### config.mk
export PLATFORM = sky130hd
export DESIGN_NAME = uart_rx_ctrl
export DESIGN_NICKNAME = d
export VERILOG_FILES = /design/src/rtl/uart_rx_ctrl.sv
export SDC_FILE = /design/constraint.sdc
export NUM_CORES = 1
export LEC_CHECK = 0
export BUFFER_PORTS_ARGS = -buffer_cell sky130_fd_sc_hd__buf_2
export CAP_MARGIN = 30
export CORE_AREA = 5 5 95 97
export CTS_CLUSTER_DIAMETER = 100
export DETAILED_ROUTE_END_ITERATION = 8
export DIE_AREA = 0 0 100 102
export GPL_ROUTABILITY_DRIVEN = 0
export PLACE_DENSITY = 0.76
export SETUP_SLACK_MARGIN = 0.1
export SYNTH_ARGS = -nofsm -noshare
export SYNTH_HDL_FRONTEND = slang
export SYNTH_SLANG_ARGS = --single-unit
### constraint.sdc
create_clock -name clk -period 2 [get_ports clk]
set_input_delay 0.2 -clock clk [delete_from_list [all_inputs] [get_ports clk]]
set_output_delay 0.2 -clock clk [all_outputs]
set_load 0.02 [all_outputs]
### src/rtl/uart_rx_ctrl.sv
// UART receiver control wrapper: idle-gated config apply, edge-to-push byte capture into an
// FWFT FIFO, and saturating parity/stop/overflow counters.
module uart_rx_ctrl #(
  parameter int          DATA_W       = 8,
  parameter int          FIFO_DEPTH   = 4,
  parameter int          CNT_W        = 8,
  parameter logic [5:0]  DEF_PRESCALE = 6'd8
) (
  input  logic              clk,
  input  logic              rst,
  input  logic              cfg_wr,
  input  logic [5:0]        cfg_prescale,
  input  logic              cfg_par_en,
  input  logic              cfg_par_typ,
  input  logic              rx_busy,
  input  logic [DATA_W-1:0] rx_data,
  input  logic              rx_data_valid,
  input  logic              rx_par_error,
  input  logic              rx_stop_error,
  input  logic              rd_en,
  input  logic              cnt_clr,
  output logic [5:0]        Prescale,
  output logic              PAR_EN,
  output logic              PAR_TYP,
  output logic              rx_hold,
  output logic              cfg_pending,
  output logic              cfg_err,
  output logic [DATA_W-1:0] rd_data,
  output logic              fifo_empty,
  output logic              fifo_full,
  output logic [CNT_W-1:0]  par_err_cnt,
  output logic [CNT_W-1:0]  stop_err_cnt,
  output logic [CNT_W-1:0]  ovf_cnt
);
  localparam int AW = $clog2(FIFO_DEPTH);

  typedef enum logic [1:0] {ACTIVE, PEND, APPLY} state_t;

  state_t     state;
  logic [5:0] sh_pre;
  logic       sh_en, sh_typ;
  logic       cfg_legal, cfg_take;

  assign cfg_legal = (cfg_prescale == 6'd8) || (cfg_prescale == 6'd16) || (cfg_prescale == 6'd32);
  assign cfg_take  = cfg_wr && cfg_legal;

  // Shadow lands on the receiver only when leaving APPLY, so a frame in flight never sees a change.
  always_ff @(posedge clk or negedge rst) begin
    if (!rst) begin
      state    <= ACTIVE;
      sh_pre   <= DEF_PRESCALE;
      sh_en    <= 1'b1;
      sh_typ   <= 1'b0;
      Prescale <= DEF_PRESCALE;
      PAR_EN   <= 1'b1;
      PAR_TYP  <= 1'b0;
      cfg_err  <= 1'b0;
    end else begin
      cfg_err <= cfg_wr && !cfg_legal;
      if (cfg_take) begin
        sh_pre <= cfg_prescale;
        sh_en  <= cfg_par_en;
        sh_typ <= cfg_par_typ;
      end
      case (state)
        ACTIVE: if (cfg_take) state <= PEND;
        PEND:   if (!rx_busy) state <= APPLY;
        APPLY: begin
          Prescale <= sh_pre;
          PAR_EN   <= sh_en;
          PAR_TYP  <= sh_typ;
          state    <= cfg_take ? PEND : ACTIVE;
        end
        default: state <= ACTIVE;
      endcase
    end
  end

  assign rx_hold     = (state != ACTIVE);
  assign cfg_pending = (state != ACTIVE);

  logic dv_q, pe_q, se_q;
  logic push, pe_rise, se_rise;

  always_ff @(posedge clk or negedge rst) begin
    if (!rst) begin
      dv_q <= 1'b0;
      pe_q <= 1'b0;
      se_q <= 1'b0;
    end else begin
      dv_q <= rx_data_valid;
      pe_q <= rx_par_error;
      se_q <= rx_stop_error;
    end
  end

  assign push    = rx_data_valid && !dv_q;
  assign pe_rise = rx_par_error && !pe_q;
  assign se_rise = rx_stop_error && !se_q;

  logic [FIFO_DEPTH-1:0][DATA_W-1:0] mem;
  logic [AW:0] wptr, rptr;
  logic        pop, wr_ok, ovf;

  assign fifo_empty = (wptr == rptr);
  assign fifo_full  = (wptr[AW] != rptr[AW]) && (wptr[AW-1:0] == rptr[AW-1:0]);
  assign pop        = rd_en && !fifo_empty;
  assign wr_ok      = push && (!fifo_full || pop);
  assign ovf        = push && fifo_full && !pop;
  assign rd_data    = mem[rptr[AW-1:0]];

  always_ff @(posedge clk or negedge rst) begin
    if (!rst) begin
      mem  <= '0;
      wptr <= '0;
      rptr <= '0;
    end else begin
      if (wr_ok) begin
        mem[wptr[AW-1:0]] <= rx_data;
        wptr <= wptr + 1'b1;
      end
      if (pop) rptr <= rptr + 1'b1;
    end
  end

  function automatic logic [CNT_W-1:0] sat_inc(input logic [CNT_W-1:0] c, input logic inc);
    return (inc && (c != {CNT_W{1'b1}})) ? c + 1'b1 : c;
  endfunction

  always_ff @(posedge clk or negedge rst) begin
    if (!rst) begin
      par_err_cnt  <= '0;
      stop_err_cnt <= '0;
      ovf_cnt      <= '0;
    end else if (cnt_clr) begin
      par_err_cnt  <= '0;
      stop_err_cnt <= '0;
      ovf_cnt      <= '0;
    end else begin
      par_err_cnt  <= sat_inc(par_err_cnt, pe_rise);
      stop_err_cnt <= sat_inc(stop_err_cnt, se_rise);
      ovf_cnt      <= sat_inc(ovf_cnt, ovf);
    end
  end
endmodule

Word level (Yosys, flattened, before mapping)

Index checks and enable logic that the tools add are counted.

Memory bits (writable): 0
ROM bits: 0
Memories kept: 0
Bits in latches: 0
Logic and storage cells: 86
Input bits: 25
Register bits: 84

Multiply operators: 0
$lt $le $gt $ge: 3
Eq/ne operators: 13
Muxes and demuxes: 15
Reductions and logical operators: 30
Bitwise logic cells: 0
Div/mod/pow operators: 0
Add/subtract/negate cells: 5
Shift-type cells: 0

Operators by type and width:

| kind                                                       | number |
|---|---|
| two-way mux 8 bit                                          | 8 |
| bitwise mux 32 bit                                         | 1 |
| adder 8 x 1 -> 8 bit, second input constant                | 3 |
| != test 8 bit, second input constant                       | 3 |
| binary-select mux 8 bit (select 2 bit)                     | 1 |
| demux 8 bit (select 2 bit)                                 | 1 |
| logical AND 1 bit                                          | 14 |
| nonzero test 2 bit                                         | 4 |
| zero test 1 bit                                            | 7 |
| adder 3 x 1 -> 3 bit, second input constant                | 2 |
| equality test 6 x 4 -> 1 bit, second input constant        | 1 |
| equality test 6 x 5 -> 1 bit, second input constant        | 1 |
| equality test 6 bit, second input constant                 | 1 |
| less-than comparator 2 x 3 -> 1 bit, second input constant | 2 |
| case mux 2 bit (3 select lines)                            | 1 |
| two-way mux 2 bit                                          | 2 |
| != test 2 bit, second input constant                       | 2 |
| equality test 3 bit                                        | 1 |
| logical OR 1 bit                                           | 3 |
| equality test 2 x 1 -> 1 bit, second input constant        | 1 |
| equality test 2 bit                                        | 1 |
| equality test 2 bit, second input constant                 | 1 |
| >= comparator 2 x 1 -> 1 bit, second input constant        | 1 |
| zero test 2 bit                                            | 1 |
| other kinds (3)                                            | 3 |

Longest topological paths before layout

Depth after elaboration: 8
Gate-level depth with buffers: 7
Mapped depth without buffers: 5

Worst setup path after synthesis

OpenSTA, ideal clock, no wires.

Kind: register -> register
Start point: register par_err_cnt[0]
End point: register par_err_cnt[1]
Cell stages (with the launch flop): 7
Arrival: 1589 ps
Required time: 1868 ps
Period minus slack after synthesis: 1721 ps
Buffers on the path: 1
Path slack: 279 ps
Cell sequence: dfrtp_1 ha_1 nand2_1 o311ai_1 buf_2 mux2i_1 nor2_1

Word-level cells in the longest chain between the ends: 3

RTL lines:

| what                                                           | RTL line | RTL |
|---|---|---|
| from (decl)                                                    | 31       | `output logic [CNT_W-1:0] par_err_cnt,` |
| from (signal assigned)                                         | 140      | `par_err_cnt <= sat_inc(par_err_cnt, pe_rise);` |
| adder 8 x 1 -> 8 bit / != test 8 bit (equally long branches)   | 127      | `return (inc && (c != {CNT_W{1'b1}})) ? c + 1'b1 : c;` |
| two-way mux 8 bit / logical AND 1 bit (equally long branches)  | 127      |  |
| two-way mux 8 bit / nonzero test 2 bit (equally long branches) | -        |  |

Parallel ways exist; a longest one is shown, timed or not. The select of a mux whose other input is x is not followed.
A chain may end at the register's enable or synchronous reset.

Final worst setup path

Start point: register rptr[0]
End point: output rd_data[3]

Word-level cells in the longest chain between the ends: 2

RTL lines:

| what                                    | RTL line | RTL |
|---|---|---|
| from (decl)                             | 102      | `logic [AW:0] wptr, rptr;` |
| from (signal assigned)                  | 122      | `if (pop) rptr <= rptr + 1'b1;` |
| binary-select mux 8 bit (select 2 bit)  | 110      | `assign rd_data = mem[rptr[AW-1:0]];` |
| two-way mux 8 bit (implied by the code) | 110      |  |
| to (decl)                               | 28       | `output logic [DATA_W-1:0] rd_data,` |

No other way between the ends. The select of a mux whose other input is x is not followed.

==> metrics.csv <==
metric,value,unit
antenna_found_initial,0,
synthTopCellsByArea,"dfrtp_1, mux2_2, mux4_2",
die_area,10200,sq um
post-route-util,0.578,
drive_gt1_frac,0.431,
cts_tree,yes,
min_path_type,input port to flip-flop,
final_cell_count_no_fill,488,
clockRootBuffer,clkbuf_8,
busiest_layer,met2,
dr_total_vias,2615,
clkSinkCount,84,
placed_cells,466,
drc,0,
grt_pass1_wl,12600,um
vdd_drop_max,0.879,mV
ys_warn_count,0,
synthesis.area,3900,sq um
async_flop_share,1.00,
rsz0062_at_grt,yes,
path_clk_slew,0.08,ns
area_growth,19.2,%
vias_per_cell,5.36,
required,1.80,ns
drtPass1Iterations,4,
synth.distinct_cells,50,
avgSynthCellArea,13.2,sq um
fill_cells,672,
crit_fanout,10,
cts_buffers,9,
grt_pass1_vias,2598,
cp.arrival,1.65,ns
setup_violations,0,
clk_latency,0.35,ns
worst_pin_slew,0.497,ns
grt.overflow.total,0,
p_leak,0.00215,uW
met1_usage,0.201,
crit_type,flip-flop to output port,
maxCapViolCount,0,
grt_use_met3,0.0334,
use_met2,0.258,
outcome,"complete, no violations",
io_buffers,69,
finalCriticalPeriod,1.85,ns
clock_path_buffers,2,
p_per_area,1230,nW/um^2
hold_viol,0,
antenna_cells,0,
fp.dieW,100,um
synth_fp_nets,329,
fp-row-count,33,
yosysTopAreaCell,dfrtp_1,
synth_cells,296,
pin_count,70,
hpwl,5230,um
synth_edf_count,0,
r2r_slack,0.22,ns
antenna_left,0,
wl_per_cell,15.2,um
fmax,540,MHz
yosysTopAreaCellShare,0.513,
setup_tns,0,ns
h-tree-depth,3,
wl,7410,um
slew_viol_final,0,
die_h,102,um
grtUsageTotal,0.156,
cp-start-kind,flip-flop,
grt_max_degree,45,
post-route-period-util,0.926,
synth_ff_type,dfrtp_1,
core_area,8050,sq um
initial_core_util,0.485,
finClkSkew,0.00909,ns
slew_headroom,0.660,
synth-seq-cells,84,
nets,411,
dr.first_iter.drc_count,40,
cp-end-kind,output port,
seq_area_frac_synth,0.540,
## state kept, by name, summed over array words and instances, names as in the netlist
name          count
dv_q              1
cfg_err           1
sh_pre            6
wptr              3
sh_en             1
PAR_TYP           1
Prescale          6
rptr              3
state             2
par_err_cnt       8
sh_typ            1
pe_q              1
stop_err_cnt      8
PAR_EN            1
ovf_cnt           8
mem              32
se_q              1
## synthesized netlist by cell type (3+ instances only)
library cell / instances
dfrtp_1: 80
mux2_2: 46
o21ai_0: 13
a21oi_1: 10
nor2_1: 10
inv_1: 9
ha_1: 8
mux4_2: 8
nand2_1: 7
nand3_1: 7
or3_1: 7
xnor2_1: 7
nand4_1: 6
and2_1: 5
dfstp_2: 4
nand3_2: 4
o211ai_1: 4
o31ai_1: 4
or2_2: 4
xor2_1: 4
and3_1: 3
buf_6: 3
clkbuf_1: 3
mux2i_1: 3
nand2b_1: 3
or4_1: 3
## final timing paths
kind	start	to	depth (start not counted)
min in group asynchronous	rst	pe_q	2
min	cfg_par_en	sh_en	2
max	rptr[0]	rd_data[3]	3
max in group asynchronous	rst	mem[5]	3
max reg2reg	wptr[2]	ovf_cnt[6]	5
min reg2reg	state[1]	state[1]	1
## cell type report
| class | count | area, sq um | share of cell area |
|---|---|---|---|
| sequential | 84 | 2110 | 0.453 |
| timing repair buffer | 81 | 479 | 0.103 |
| clock buffer | 10 | 138 | 0.0296 |
| inverter | 9 | 33.8 | 0.00726 |
| multi-input combinational | 193 | 1690 | 0.363 |
| tap | 105 | 131 | 0.0282 |
| clock inverter | 6 | 72.6 | 0.0156 |
## kinds of logic after synthesis
kind of cell | count (synthesis) | share of synthesized area
AND/OR/NAND/NOR | 71 | 0.111
flip-flops | 84 | 0.540
adder cells (fa/ha/maj) | 8 | 0.0257
multiplexers | 57 | 0.187
XOR/XNOR | 14 | 0.0372
AO/OA/AOI/OAI | 43 | 0.0728
buffers and inverters | 19 | 0.0266
## power by group
group	leakage, uW	switching, uW	internal, uW
logic	0.000980	987	1050
registers	0.00107	273	2180
clock network	0.000103	622	622
## layout by cell type (no fill, tap or decap), drive strengths merged, types with 2 or more instances in the layout
| cell | Yosys | final |
|---|---|---|
| and3 | 4 | 4 |
| nand2 | 7 | 7 |
| clkinv | 0 | 3 |
| buf | 7 | 76 |
| xor2 | 5 | 5 |
| or4 | 3 | 3 |
| mux4 | 8 | 8 |
| xnor2 | 9 | 9 |
| inv | 9 | 10 |
| mux2i | 3 | 3 |
| o21ai | 13 | 13 |
| ha | 8 | 8 |
| or3 | 7 | 7 |
| or2 | 4 | 4 |
| o2111ai | 2 | 2 |
| clkbuf | 3 | 10 |
| dlygate4sd3 | 0 | 5 |
| nand3 | 11 | 11 |
| nor2b | 2 | 2 |
| o311ai | 3 | 3 |
| o41ai | 2 | 2 |
| o31ai | 4 | 4 |
| and2 | 6 | 6 |
| o211ai | 4 | 4 |
| nor2 | 10 | 10 |
| nand2b | 3 | 3 |
| nand4 | 6 | 6 |
| a21oi | 10 | 10 |
| dfrtp | 80 | 80 |
| dfstp | 4 | 4 |
| a2111oi | 2 | 2 |
| mux2 | 46 | 46 |
## what timing repair did
item,CTS,global route
setup endpoints to repair,8,13
gates resized for setup,1,4
pin swaps,0,1
endpoints found under the hold margin,40,0
hold buffers,5,0
setup buffers,0,1
## routing by layer
metal	wire length, um	up-vias
met2	3740	52
li1	-	1254
met4	142	0
met3	264	10
met1	3260	1299
met5	0	-
## through the flow
stage	instance area (sq um)	power, uW	hold WS [ns]	setup slack [ns]
global route	4650	6080	0.0646	0.0897
global placement	4370	4390	0.220	0.237
CTS	4630	5760	0.0622	0.109
floorplan	3900	3950	-0.0956	0.279
finish	4650	5730	0.0814	0.147
detailed placement	4370	4480	0.220	0.203
## critical path, cell delays in order (launching register included)
cell	delay (ns)
dfrtp_1	0.44
buf_12	0.17
mux4_2	0.51
buf_2	0.17
Power figures use the tool's default switching activity.
